--- config.mk ---
export PLATFORM = sky130hd
export DESIGN_NAME = teng_sat_cnt
export DESIGN_NICKNAME = d
export VERILOG_FILES = /design/src/rtl/teng_sat_cnt.sv
export SDC_FILE = /design/constraint.sdc
export NUM_CORES = 1
export LEC_CHECK = 0
export BUFFER_PORTS_ARGS = -buffer_cell sky130_fd_sc_hd__buf_2
export CAP_MARGIN = 0
export CELL_PAD_IN_SITES_DETAIL_PLACEMENT = 2
export CELL_PAD_IN_SITES_GLOBAL_PLACEMENT = 2
export CORE_MARGIN = 2
export CORE_UTILIZATION = 33
export DETAILED_ROUTE_END_ITERATION = 8
export PLACE_DENSITY_LB_ADDON = 0.1
export SYNTH_ARGS = -nofsm -noshare
export SYNTH_HDL_FRONTEND = slang
export SYNTH_SLANG_ARGS = --single-unit
--- constraint.sdc ---
create_clock -name clk_i -period 2.8 [get_ports clk_i]
set_input_delay 0.7 -clock clk_i [delete_from_list [all_inputs] [get_ports clk_i]]
set_output_delay 0.7 -clock clk_i [all_outputs]
set_load 0.02 [all_outputs]
--- src/rtl/teng_sat_cnt.sv ---
// Saturating statistics counter with synchronous clear (clear has priority).
module teng_sat_cnt #(
  parameter int unsigned CNT_W = 32
) (
  input  logic             clk_i,
  input  logic             rst_i,
  input  logic             clr_i,
  input  logic             inc_i,
  output logic [CNT_W-1:0] cnt_o
);

  logic [CNT_W-1:0] cnt_q, cnt_d;

  always_comb begin
    cnt_d = cnt_q;
    if (clr_i) begin
      cnt_d = '0;
    end else if (inc_i && (cnt_q != {CNT_W{1'b1}})) begin
      cnt_d = cnt_q + {{(CNT_W-1){1'b0}}, 1'b1};
    end
  end

  always_ff @(posedge clk_i or posedge rst_i) begin
    if (rst_i) begin
      cnt_q <= '0;
    end else begin
      cnt_q <= cnt_d;
    end
  end

  assign cnt_o = cnt_q;

endmodule

# After elaboration in Yosys (flattened, before gate mapping)
# Cells that the tools add are included.
# Widths: inputs -> output; s select.
[classes] add_sub_neg=1 n_eq_ne=1 n_mux=2 reduce_logical=2
[op_table] cell="$mux 32" n=2
[op_table] cell="$add 32x1->32 const B" n=1
[op_table] cell="$ne 32x32->1 const B" n=1
[op_table] cell="$reduce_bool 2->1" n=1
[op_table] cell="$logic_and 1x1->1" n=1
[totals] reg_bits=32 output_inout_bits=32

# Depth between registers and ports, before layout
# Gate-level depths: netlist (run 1).
[logic_depth] depth_word=4 mapped_depth=7 mapped_depth_nobuf=6

# Least setup slack after synthesis (run 1)
# OpenSTA, ideal clock, no wires.
[synth_path] path_kind="register to register" start="register cnt_q[0], in the netlist cnt_o[0]" end="register cnt_q[20], in the netlist cnt_o[20]" setup_time_ns=0.078 arrival_ns=2.263 path_slack_ns=0.459 path_stages_with_launch=8 n_path_buf=1 period_less_slack_ns=2.341 cell_sequence="dfrtp_1 -> ha_1 -> nand2_1 -> or4_4 -> or3_4 -> buf_6 -> or4_1 -> a21oi_1"
[synth_between] elab_chain_len=3 word_cells_on_any_way=6 cone_classes="add/sub (1); eq/ne (1); mux (2); reduce/logical (2)"
[synth_rtl] element="start: declaration" line_no="12" text="logic [CNT_W-1:0] cnt_q, cnt_d;"
[synth_rtl] element="start signal: assignment" line_no="27" text="cnt_q <= cnt_d;"
[synth_rtl] element="$add 32x1->32 or $ne 32x32->1 (tied branches)" line_no="19, 18"
[synth_rtl] element="$mux 32 or $logic_and 1x1->1 (tied branches)" line_no="18" text="end else if (inc_i && (cnt_q != {CNT_W{1'b1}})) begin"
[synth_rtl] element="$mux 32 or $reduce_bool 2->1 (tied branches)"
# Several ways; a longest one is shown, not always the timed one. The select of a mux whose other input is x is not followed.
# A chain may end at the register's enable or synchronous reset.

# Worst setup path after layout (run 1)
[layout_path] start="register cnt_q[0], in the netlist cnt_o[0]" end="register cnt_q[26], in the netlist cnt_o[26]"
# Same word-level chain as after synthesis.

==> summary.txt, run 1 <==
post-synthesis adder-cell area fraction: 0.00719
fmax: 418 MHz
post-synthesis xor/xnor area fraction: 0.0151
non-filler instance count after layout: 298
Max-slew headroom: 0.355
worst r2r path cells: 6
Worst path slowest cell: or4_1
critical path's largest stage delay: 0.49 ns
largest net degree at the start of global routing: 33
Core Region: 5110 sq um
dpl cell area: 2010 sq um
critical path, cell by cell: ha_1 > nand2_1 > or4_4 > or3_4 > or4_1 > a21oi_1
DR vias: 1,712
metal2 WL: 2650 microns
Hold Crit Class: in -> async
main combinational cell family by area after synthesis: simple AND/OR/NAND/NOR gates
io pins: 36
status: completed
Ys Warns: 0
Die W: 76.6 microns
sequential-to-total area share from yosys stat: 0.460
worst skew pair latency: 0.28 ns
critical path data required time: 2.99 ns
Final min period: 2.39 ns
Die H: 76.6 microns
CTS tree: yes
Reg clk slew, reported paths: 0.07 ns
global-route wire length before repair: 8690 microns
wire per inst: 17.3 microns
# DRC: 0
H-tree levels: 2
placer congestion estimate: 0.745
Netlist cell types: 33
layout cell share with drive strength beyond 1: 0.237
worst slew pin tran: 0.959 ns
Antenna diodes: 0
clk_skew: 0.00583 ns
Cell Area, Synth: 1740 sq um
crit path max fanout: 14
RSZ-0062 raised after global routing: false
die area: 5870 sq um
most frequent cells in the layout: buf_2, dfrtp_1, a21oi_1, o31ai_1, or4_1
Peak supply drop: 0.330 mV
Post-Route M1 WL: 2300 microns
max layer used: met4
cell count after synthesis: 186
CTS Hold Bufs: 0
max FFs per register: 32
clock buffer depth: 2
fin. max-slew vios: 0
CP endpoint kind: flip-flop
RR Endpoint: cnt_o[26]
setup tns final: 0 ns
design area: 2140 sq um
total track usage: 0.184
Compound-Gate Fraction of Synth Area: 0.218
number of vias per cell: 5.74
met3 routed WL: 149 microns
Net Count, Synth: 191
kind of critical path: reg -> reg
Initial DRC Count: 32
commonest non-fill, non-tap cell in the layout: buf_2
Detailed Place HPWL: 3670 microns
floorplan row count: 26
Pwr Density: 467 nW/um^2
DR pass1 iterations: 4
R2R Path Start: cnt_o[0]
arrival time at the worst endpoint: 2.58 ns
synthesized flop and latch total: 32
final hold vios: 0
CTS Buf Count: 5
Total Wirelength: 5160 microns
multiplexer share of the synthesized area: 0.00575
number of global-route vias before repair: 1,783
Mean Syn Cell Area: 9.36 sq um
root buffer cell: clkbuf_8
Area Growth Syn to Fin: 23.1%
maxcap violations: 0
post_cts resized: 0
CP endpoint: cnt_o[26]
static leakage: 0.000911 uW
Nets: 232
final setup fails: 0
flop2flop setup slack: 0.41 ns
Final Cycle Share: 0.854
initial antenna violation count: 0
crit path from: cnt_o[0]
global route total overflow: 0
simple logic cell fraction of the synthesized area: 0.259
Placed Instances: 290
Post-CTS Setup Inserts: 0
ANT nets after route: 0
initial core utilization: 0.341
Startpoint Class: flip-flop
clk sink count: 32
I/O Buffers: 35
per-stage QoR:
step	utilization	power, uW	worst slack [ns]	hold WS (ns)
floorplan	-	501	0.459	0.640
global placement	0.393	516	0.317	0.554
detailed placement	0.393	519	0.256	0.573
CTS	0.418	1020	0.254	0.518
global route	0.420	1050	0.218	0.531
finish	0.420	1000	0.409	0.506
critical path: cells and delay by family, from the launching register on:
family | cells | cell delay, ns
compound gates | 1 | 0.18
fa+ha+maj | 1 | 0.21
flops | 1 | 0.41
simple gates | 4 | 1.50
worst min-delay path by stage:
stage | slack (ns) | end | depth (start not counted) | start
2_1_floorplan | 0.64 | cnt_o[31] | 2 | cnt_o[31]
3_3_place_gp | 0.55 | cnt_o[31] | 2 | cnt_o[31]
3_5_place_dp | 0.57 | cnt_o[31] | 2 | cnt_o[31]
4_1_cts | 0.52 | cnt_o[7] | 3 | rst_i
5_1_grt | 0.53 | cnt_o[7] | 3 | rst_i
6_report | 0.51 | cnt_o[2] | 3 | rst_i
cell type report:
class / instances / area (sq um)
Fill cell: 582 / 2960
Multi-Input combinational cell: 140 / 886
Sequential cell: 32 / 801
Timing Repair Buffer: 40 / 213
Clock buffer: 7 / 96.3
Tap cell: 70 / 87.6
Clock inverter: 1 / 30.0
Inverter: 8 / 30.0
layer usage:
layer | GRT usage | vias to the layer above
met5 | 0 | -
met4 | 0.0491 | 0
met3 | 0.0415 | 7
met2 | 0.324 | 26
met1 | 0.228 | 869
li1 | - | 810
kinds of logic (layout without fill, tap and decap cells):
logic type      count (synthesis)  in the layout
simple gates                   74             74
compound gates                 61             61
flops                          32             32
buf+inv                        14             56
xor+xnor                        3              3
fa+ha+maj                       1              1
mux                             1              1
report_power, final:
part / internal [uW] / switching, uW / leakage [uW]
registers: 465 / 3.44 / 0.000446
clock network: 314 / 179 / 0.0000645
logic: 10.3 / 29.0 / 0.000401
total: 789 / 212 / 0.000911
Yosys cell counts:
master,instances,share of area
o311ai_0,1,0.0050
or4_4,1,0.0065
o311ai_1,1,0.0050
inv_1,8,0.017
dfrtp_1,32,0.46
and4_1,4,0.020
buf_6,1,0.0065
o41ai_2,1,0.0093
or4_1,14,0.060
mux2i_1,1,0.0058
nand3_1,10,0.029
nand2_1,11,0.024
clkbuf_1,4,0.0086
a21oi_1,27,0.078
o211a_1,1,0.0058
nor3_1,1,0.0029
xnor2_1,2,0.010
buf_2,1,0.0029
ha_1,1,0.0072
nand4_2,1,0.0072
or3_4,1,0.0065
or3_1,12,0.043
o21ba_2,1,0.0058
and2_1,1,0.0036
o31a_1,1,0.0050
nor4_1,3,0.011
o41ai_1,1,0.0050
nand4_1,6,0.022
o21ai_0,12,0.035
o31ai_1,15,0.065
and3_1,3,0.011
nor2_1,6,0.013
xor2_1,1,0.0050
Note: power is estimated with default switching activity, not from simulation.
==> run 2, diff against run 1 <==
Settings changed: ABC_AREA set to 1, CORE_UTILIZATION 33 to 32.
Clock period 2.8 ns to 2.75 ns, I/O delays scaled along.
==> run 2 against run 1 <==
  * Register-to-register slack gained 0.12 ns
  * Power shrank 6.7%
  * Cell count grew 66%
  * Clock power shrank 19%
  * Combinational power grew 49%
  * Sequential power grew 1%
  * Sequential share of layout area shrank 6.9 points
  * Global-route usage grew 4.1 points
==> summary.txt, run 2 <==
status: completed
Die H: 88.3 microns (+15%)
clk sink count: 32 (unchanged)
Cell Area, Synth: 2270 sq um (+31%)
most frequent cells in the layout: nand2_1, nor2_1, buf_2, inv_1, dfrtp_1
Post-CTS Setup Inserts: 0 (unchanged)
Antenna diodes: 0 (unchanged)
Final Cycle Share: 0.807 (-0.0467)
number of vias per cell: 4.96 (-14%)
Max-slew headroom: 0.568 (+0.213)
Startpoint Class: flip-flop
commonest non-fill, non-tap cell in the layout: nand2_1
crit path max fanout: 21 (+7)
sequential-to-total area share from yosys stat: 0.352 (-0.108)
synthesized flop and latch total: 32 (unchanged)
kind of critical path: reg -> reg
I/O Buffers: 35 (unchanged)
Core Region: 6830 sq um (+34%)
CTS Hold Bufs: 0 (unchanged)
root buffer cell: clkbuf_8
dpl cell area: 2540 sq um (+26%)
RSZ-0062 raised after global routing: false
Detailed Place HPWL: 6100 microns (+66%)
max FFs per register: 32 (unchanged)
largest net degree at the start of global routing: 33 (unchanged)
Reg clk slew, reported paths: 0.08 ns (about the same)
initial core utilization: 0.333 (-0.00780)
Ys Warns: 0 (unchanged)
setup tns final: 0 ns (unchanged)
design area: 2630 sq um (+23%)
critical path data required time: 2.98 ns (about the same)
initial antenna violation count: 0 (unchanged)
Die W: 88.3 microns (+15%)
DR pass1 iterations: 4 (unchanged)
Peak supply drop: 0.121 mV (-63%)
Final min period: 2.22 ns (-0.171 ns)
dominant cell type by area after synthesis: dfrtp_1
clk_skew: 0.00441 ns (-0.00142 ns)
final setup fails: 0 (unchanged)
ANT nets after route: 0 (unchanged)
worst slew pin tran: 0.645 ns (-0.314 ns)
post_cts resized: 0 (unchanged)
H-tree levels: 2 (unchanged)
DR vias: 2,449 (+43%)
die area: 7800 sq um (+33%)
fmax: 451 MHz (+7.7%)
Hold Crit Class: in -> async
Initial DRC Count: 76 (+140%)
total track usage: 0.226 (+0.0413)
wire per inst: 16.3 microns (-5.8%)
Pwr Density: 355 nW/um^2 (-24%)
top cells by area, synth: dfrtp_1, nand2_1, nor2_1
CP most frequent cell: nand2_1
Worst path slowest cell: dfrtp_1
static leakage: 0.00132 uW (+45%)
Netlist cell types: 29 (-12%)
io pins: 36 (unchanged)
placer congestion estimate: 0.766 (+2.8%)
top cell type's share of synthesized area: 0.352 (-0.108)
# DRC: 0 (unchanged)
Mean Syn Cell Area: 6.32 sq um (-32%)
global route total overflow: 0 (unchanged)
global-route wire length before repair: 13,400 microns (+54%)
Synth Flop Type: dfrtp_1
CTS Buf Count: 5 (unchanged)
top-count cell post-synth: nand2_1
layout cell share with drive strength beyond 1: 0.161 (-0.0760)
Net Count, Synth: 365 (+91%)
clock buffer depth: 2 (unchanged)
critical path, cell by cell: nand2_1 > nor2_1 > nand2_1 > nor2_4 > nand2_4 > nand2_4 > nand2_4 > inv_2 > nand2_1 > nand2_1
cell count after synthesis: 360 (+94%)
arrival time at the worst endpoint: 2.45 ns (-0.13 ns)
Area Growth Syn to Fin: 15.7%
critical path's largest stage delay: 0.51 ns (+0.02 ns)
number of synthesized flops with an enable pin: 0 (unchanged)
number of global-route vias before repair: 2,598 (+46%)
asr flop ratio synth: 1.00 (unchanged)
maxcap violations: 0 (unchanged)
worst skew pair latency: 0.29 ns (about the same)
Total Wirelength: 8060 microns (+56%)
floorplan row count: 30 (+15%)
CTS tree: yes
CP endpoint kind: flip-flop
Nets: 402 (+73%)
list of most frequent post-synthesis cells: nand2_1, nor2_1, inv_1
fin. max-slew vios: 0 (unchanged)
final hold vios: 0 (unchanged)
run 2: changes by cell type in the layout (fill, tap and decap cells not counted), moves of 4 or more:
cell     before  now
a21oi_1      27    3
and4_1        4    0
inv_1         8   34
nand2_1      11  143
nand2_4       0    4
nand3_1      10   30
nand4_1       6   10
nor2_1        6   55
nor2_2        0    4
o31ai_1      15    0
or3_1        12    0
or4_1        14    0
run 2: area by class of cell:
| cell class | count | area [sq um] |
|---|---|---|
| tap | 96 | 120 |
| clock buffer | 6 | 82.6 |
| clock inverter | 2 | 10.0 |
| multi-input combinational | 284 | 1290 |
| timing repair buffer | 38 | 198 |
| inverter | 36 | 135 |
| sequential | 32 | 801 |
| fill | 881 | 4200 |
run 2: stage by stage:
stage / setup slack, ns / power, uW / utilization / instances / hold WS, ns
2_1_floorplan: 0.896 / 525 / - / 360 / 0.619
3_3_place_gp: 0.681 / 544 / 0.372 / 486 / 0.514
3_5_place_dp: 0.547 / 545 / 0.372 / 486 / 0.544
4_1_cts: 0.507 / 952 / 0.385 / 494 / 0.504
5_1_grt: 0.268 / 976 / 0.385 / 494 / 0.528
6_report: 0.530 / 934 / 0.385 / 494 / 0.486
run 2: final timing paths:
kind / start / endpoint / slack, ns / depth (start not counted)
hold / removal: rst_i / cnt_o[22] / 0.49 / 3
setup reg to reg: cnt_o[16] / cnt_o[19] / 0.53 / 10
min in group clk_i: cnt_o[1] / cnt_o[1] / 0.55 / 2
hold reg to reg: cnt_o[1] / cnt_o[1] / 0.55 / 2
setup / recovery: cnt_o[16] / cnt_o[19] / 0.53 / 10
max in group asynchronous: rst_i / cnt_o[25] / 1.93 / 3
run 2: logic make-up after synthesis:
family,after synthesis,share of synthesized area
flops,32,0.352
fa+ha+maj,1,0.00550
compound gates,22,0.0556
xor+xnor,4,0.0154
buf+inv,44,0.0825
simple gates,257,0.489
run 2: power by group:
group,internal (uW),leakage (uW),switching (uW)
Clock,200,0.0000510,200
Sequential,473,0.000446,2.51
Combinational,11.4,0.000828,47.1
run 2: layer usage:
layer | global-route usage | part of all wire
met1 | 0.302 | 0.50
met2 | 0.388 | 0.47
met5 | 0 | 0
met3 | 0.0373 | 0.023
met4 | 0.0413 | 0.0086
run 2: critical path: cells and delay by family, from the launching register on:
family / cells / cell delay, ns
buffers and inverters: 1 / 0.38
and+or+nand+nor: 9 / 1.26
DFF: 1 / 0.51
==> run 3, diff against run 2 <==
Settings changed: ABC_AREA 1 to 0, CORE_UTILIZATION 32 to 33.
Clock period 2.75 ns to 2.3 ns, I/O delays scaled along.
==> run 3 against run 2 <==
  * Utilization is 5.5 points higher
  * Power rose by 16%
  * Non-clock buffer count up 20
  * Critical path depth down 5
  * Final area shrank 15%
  * Sequential cell count is the same
  * Sequential power rose by 20%
  * Sequential share of layout area increased by 5.5 points
  * Clock power up 17%
  * Cell count down 36%
  * Worst hold slack got worse by 0.12 ns
  * Routed wire length fell by 27%
  * Critical path type unchanged
  * Highest routed layer unchanged
==> summary.txt, run 3 (same netlist as run 1, synthesis figures left out) <==
status: completed
Antenna diodes: 0 (unchanged)
clk_skew: 0.00650 ns (+0.00209 ns)
placer congestion estimate: 0.726 (-5.3%)
floorplan row count: 26 (-13%)
critical path data required time: 2.50 ns (-0.48 ns)
crit path max fanout: 12 (-43%)
arrival time at the worst endpoint: 2.42 ns (-0.03 ns)
H-tree levels: 2 (unchanged)
worst hold slack: 0.368 ns (-0.118 ns)
final hold vios: 0 (unchanged)
Area Growth Syn to Fin: 29.3%
CP endpoint: cnt_o[26]
Placed Instances: 306 (-37%)
layout cell share with drive strength beyond 1: 0.309 (+0.148)
DR vias: 1,781 (-27%)
critical path's largest stage delay: 0.51 ns (about the same)
number of vias per cell: 5.64 (+14%)
non-filler instance count after layout: 316 (-36%)
worst r2r path cells: 5 (-5)
critical path, cell by cell: nand4_2 > or4_4 > or3_4 > or4_1 > a21oi_1
I/O Buffers: 35 (unchanged)
met3 routed WL: 134 microns (-28%)
kind of critical path: reg -> reg
R2R Path Start: cnt_o[6]
total track usage: 0.214 (-0.0113)
number of global-route vias before repair: 1,948 (-25%)
DR pass1 iterations: 4 (unchanged)
max layer used: met4
Worst path slowest cell: or4_4
commonest non-fill, non-tap cell in the layout: buf_2
Peak supply drop: 0.241 mV (+99%)
Core Region: 5110 sq um (-25%)
die area: 5870 sq um (-25%)
root buffer cell: clkbuf_8
largest net degree at the start of global routing: 33 (unchanged)
Crit path depth: 5 (-5)
CTS Buf Count: 5 (unchanged)
initial core utilization: 0.341 (+0.00780)
crit path from: cnt_o[6]
Die W: 76.6 microns (-13%)
RSZ-0062 raised after global routing: true
CP endpoint kind: flip-flop
Initial DRC Count: 60 (-21%)
final setup fails: 0 (unchanged)
Detailed Place HPWL: 4140 microns (-32%)
clock buffer depth: 2 (unchanged)
Die H: 76.6 microns (-13%)
Nets: 250 (-38%)
WP buf/inv: 0 (-1)
Final min period: 2.22 ns (-0.00329 ns)
Final Cycle Share: 0.964 (+0.156)
maxcap violations: 0 (unchanged)
fin util: 0.440 (+0.0551)
worst skew pair latency: 0.29 ns (about the same)
CTS tree: yes
initial antenna violation count: 0 (unchanged)
fin. max-slew vios: 0 (unchanged)
worst slew pin tran: 0.612 ns (-0.0334 ns)
io pins: 36 (unchanged)
Pwr Density: 483 nW/um^2 (+36%)
global route total overflow: 0 (unchanged)
max FFs per register: 32 (unchanged)
RR Endpoint: cnt_o[26]
most frequent cells in the layout: buf_2, a21oi_1, dfrtp_1, buf_4
worst setup margin: 0.0836 ns (-0.447 ns)
fmax: 451 MHz (+0.15%)
Post-Route M1 WL: 2490 microns (-38%)
Placement Setup Slack: -0.0337 ns (-0.581 ns)
metal2 WL: 3190 microns (-15%)
critical path's top delay family: simple AND/OR/NAND/NOR gates
Total Wirelength: 5870 microns (-27%)
Reg clk slew, reported paths: 0.07 ns (about the same)
# DRC: 0 (unchanged)
clk sink count: 32 (unchanged)
Startpoint Class: flip-flop
wire per inst: 18.6 microns (+14%)
static leakage: 0.000970 uW (-27%)
Hold Crit Class: in -> async
Max-slew headroom: 0.592 (+0.0238)
global-route wire length before repair: 10,000 microns (-25%)
setup tns final: 0 ns (unchanged)
flop2flop setup slack: 0.08 ns (-0.45 ns)
ANT nets after route: 0 (unchanged)
[run 3: cell types whose count changed in the layout (fill, tap and decap cells not counted), sizes merged, moves of 4 or more]
| cell | delta |
|---|---|
| nand2 | -139 |
| nor2 | -55 |
| inv | -27 |
| a21oi | +24 |
| buf | +20 |
| nand3 | -20 |
| o31ai | +15 |
| or4 | +15 |
| or3 | +13 |
| o21ai | -5 |
| and4 | +4 |
[run 3: metal layers]
metal	global-route usage	up-vias
met5	0	-
met4	0.0600	0
met3	0.0391	6
met2	0.387	25
met1	0.261	909
li1	-	841
[run 3: area by class of cell]
class	instances	area [sq um]
multi-input cells	140	883
well taps	70	87.6
clock buffers	7	86.3
fillers	592	2860
flip-flops and latches	32	807
inverters	8	30.0
repair buffers	58	348
clock inverters	1	7.51
[run 3: worst min path at each step]
stage / depth (start not counted) / endpoint / slack (ns)
finish: 3 / cnt_o[26] / 0.37
global route: 3 / cnt_o[31] / 0.41
CTS: 3 / cnt_o[9] / 0.39
detailed placement: 2 / cnt_o[31] / 0.58
global placement: 2 / cnt_o[1] / 0.54
floorplan: 2 / cnt_o[1] / 0.61
[run 3: where the power goes]
group	leakage (uW)	switching [uW]	total (uW)	internal [uW]
combinational	0.000488	35.7	49.0	13.3
sequential	0.000438	4.20	571	567
clock	0.0000445	224	468	243
total	0.000970	264	1090	823
[run 3: worst reg2reg max path, stage by stage, from the launching register on]
cell	delay, ns
dfrtp_2	0.41
nand4_2	0.15
or4_4	0.51
or3_4	0.41
or4_1	0.48
a21oi_1	0.17
[run 3: what timing repair did]
| item | 4_1_cts | 5_1_grt |
|---|---|---|
| setup endpoints to repair | 3 | 17 |
| endpoints found under the hold margin | 0 | 0 |
| pin swaps | 0 | 0 |
| hold buffers | 0 | 0 |
| buffers inserted | 0 | 2 |
| resized for setup | 1 | 3 |
[run 3: stage by stage]
stage / instance area, sq um / power, uW
final: 2250 / 1090
after global routing: 2250 / 1140
after CTS: 2230 / 1100
after detailed placement: 2130 / 633
after global placement: 2130 / 629
after floorplan: 1740 / 611
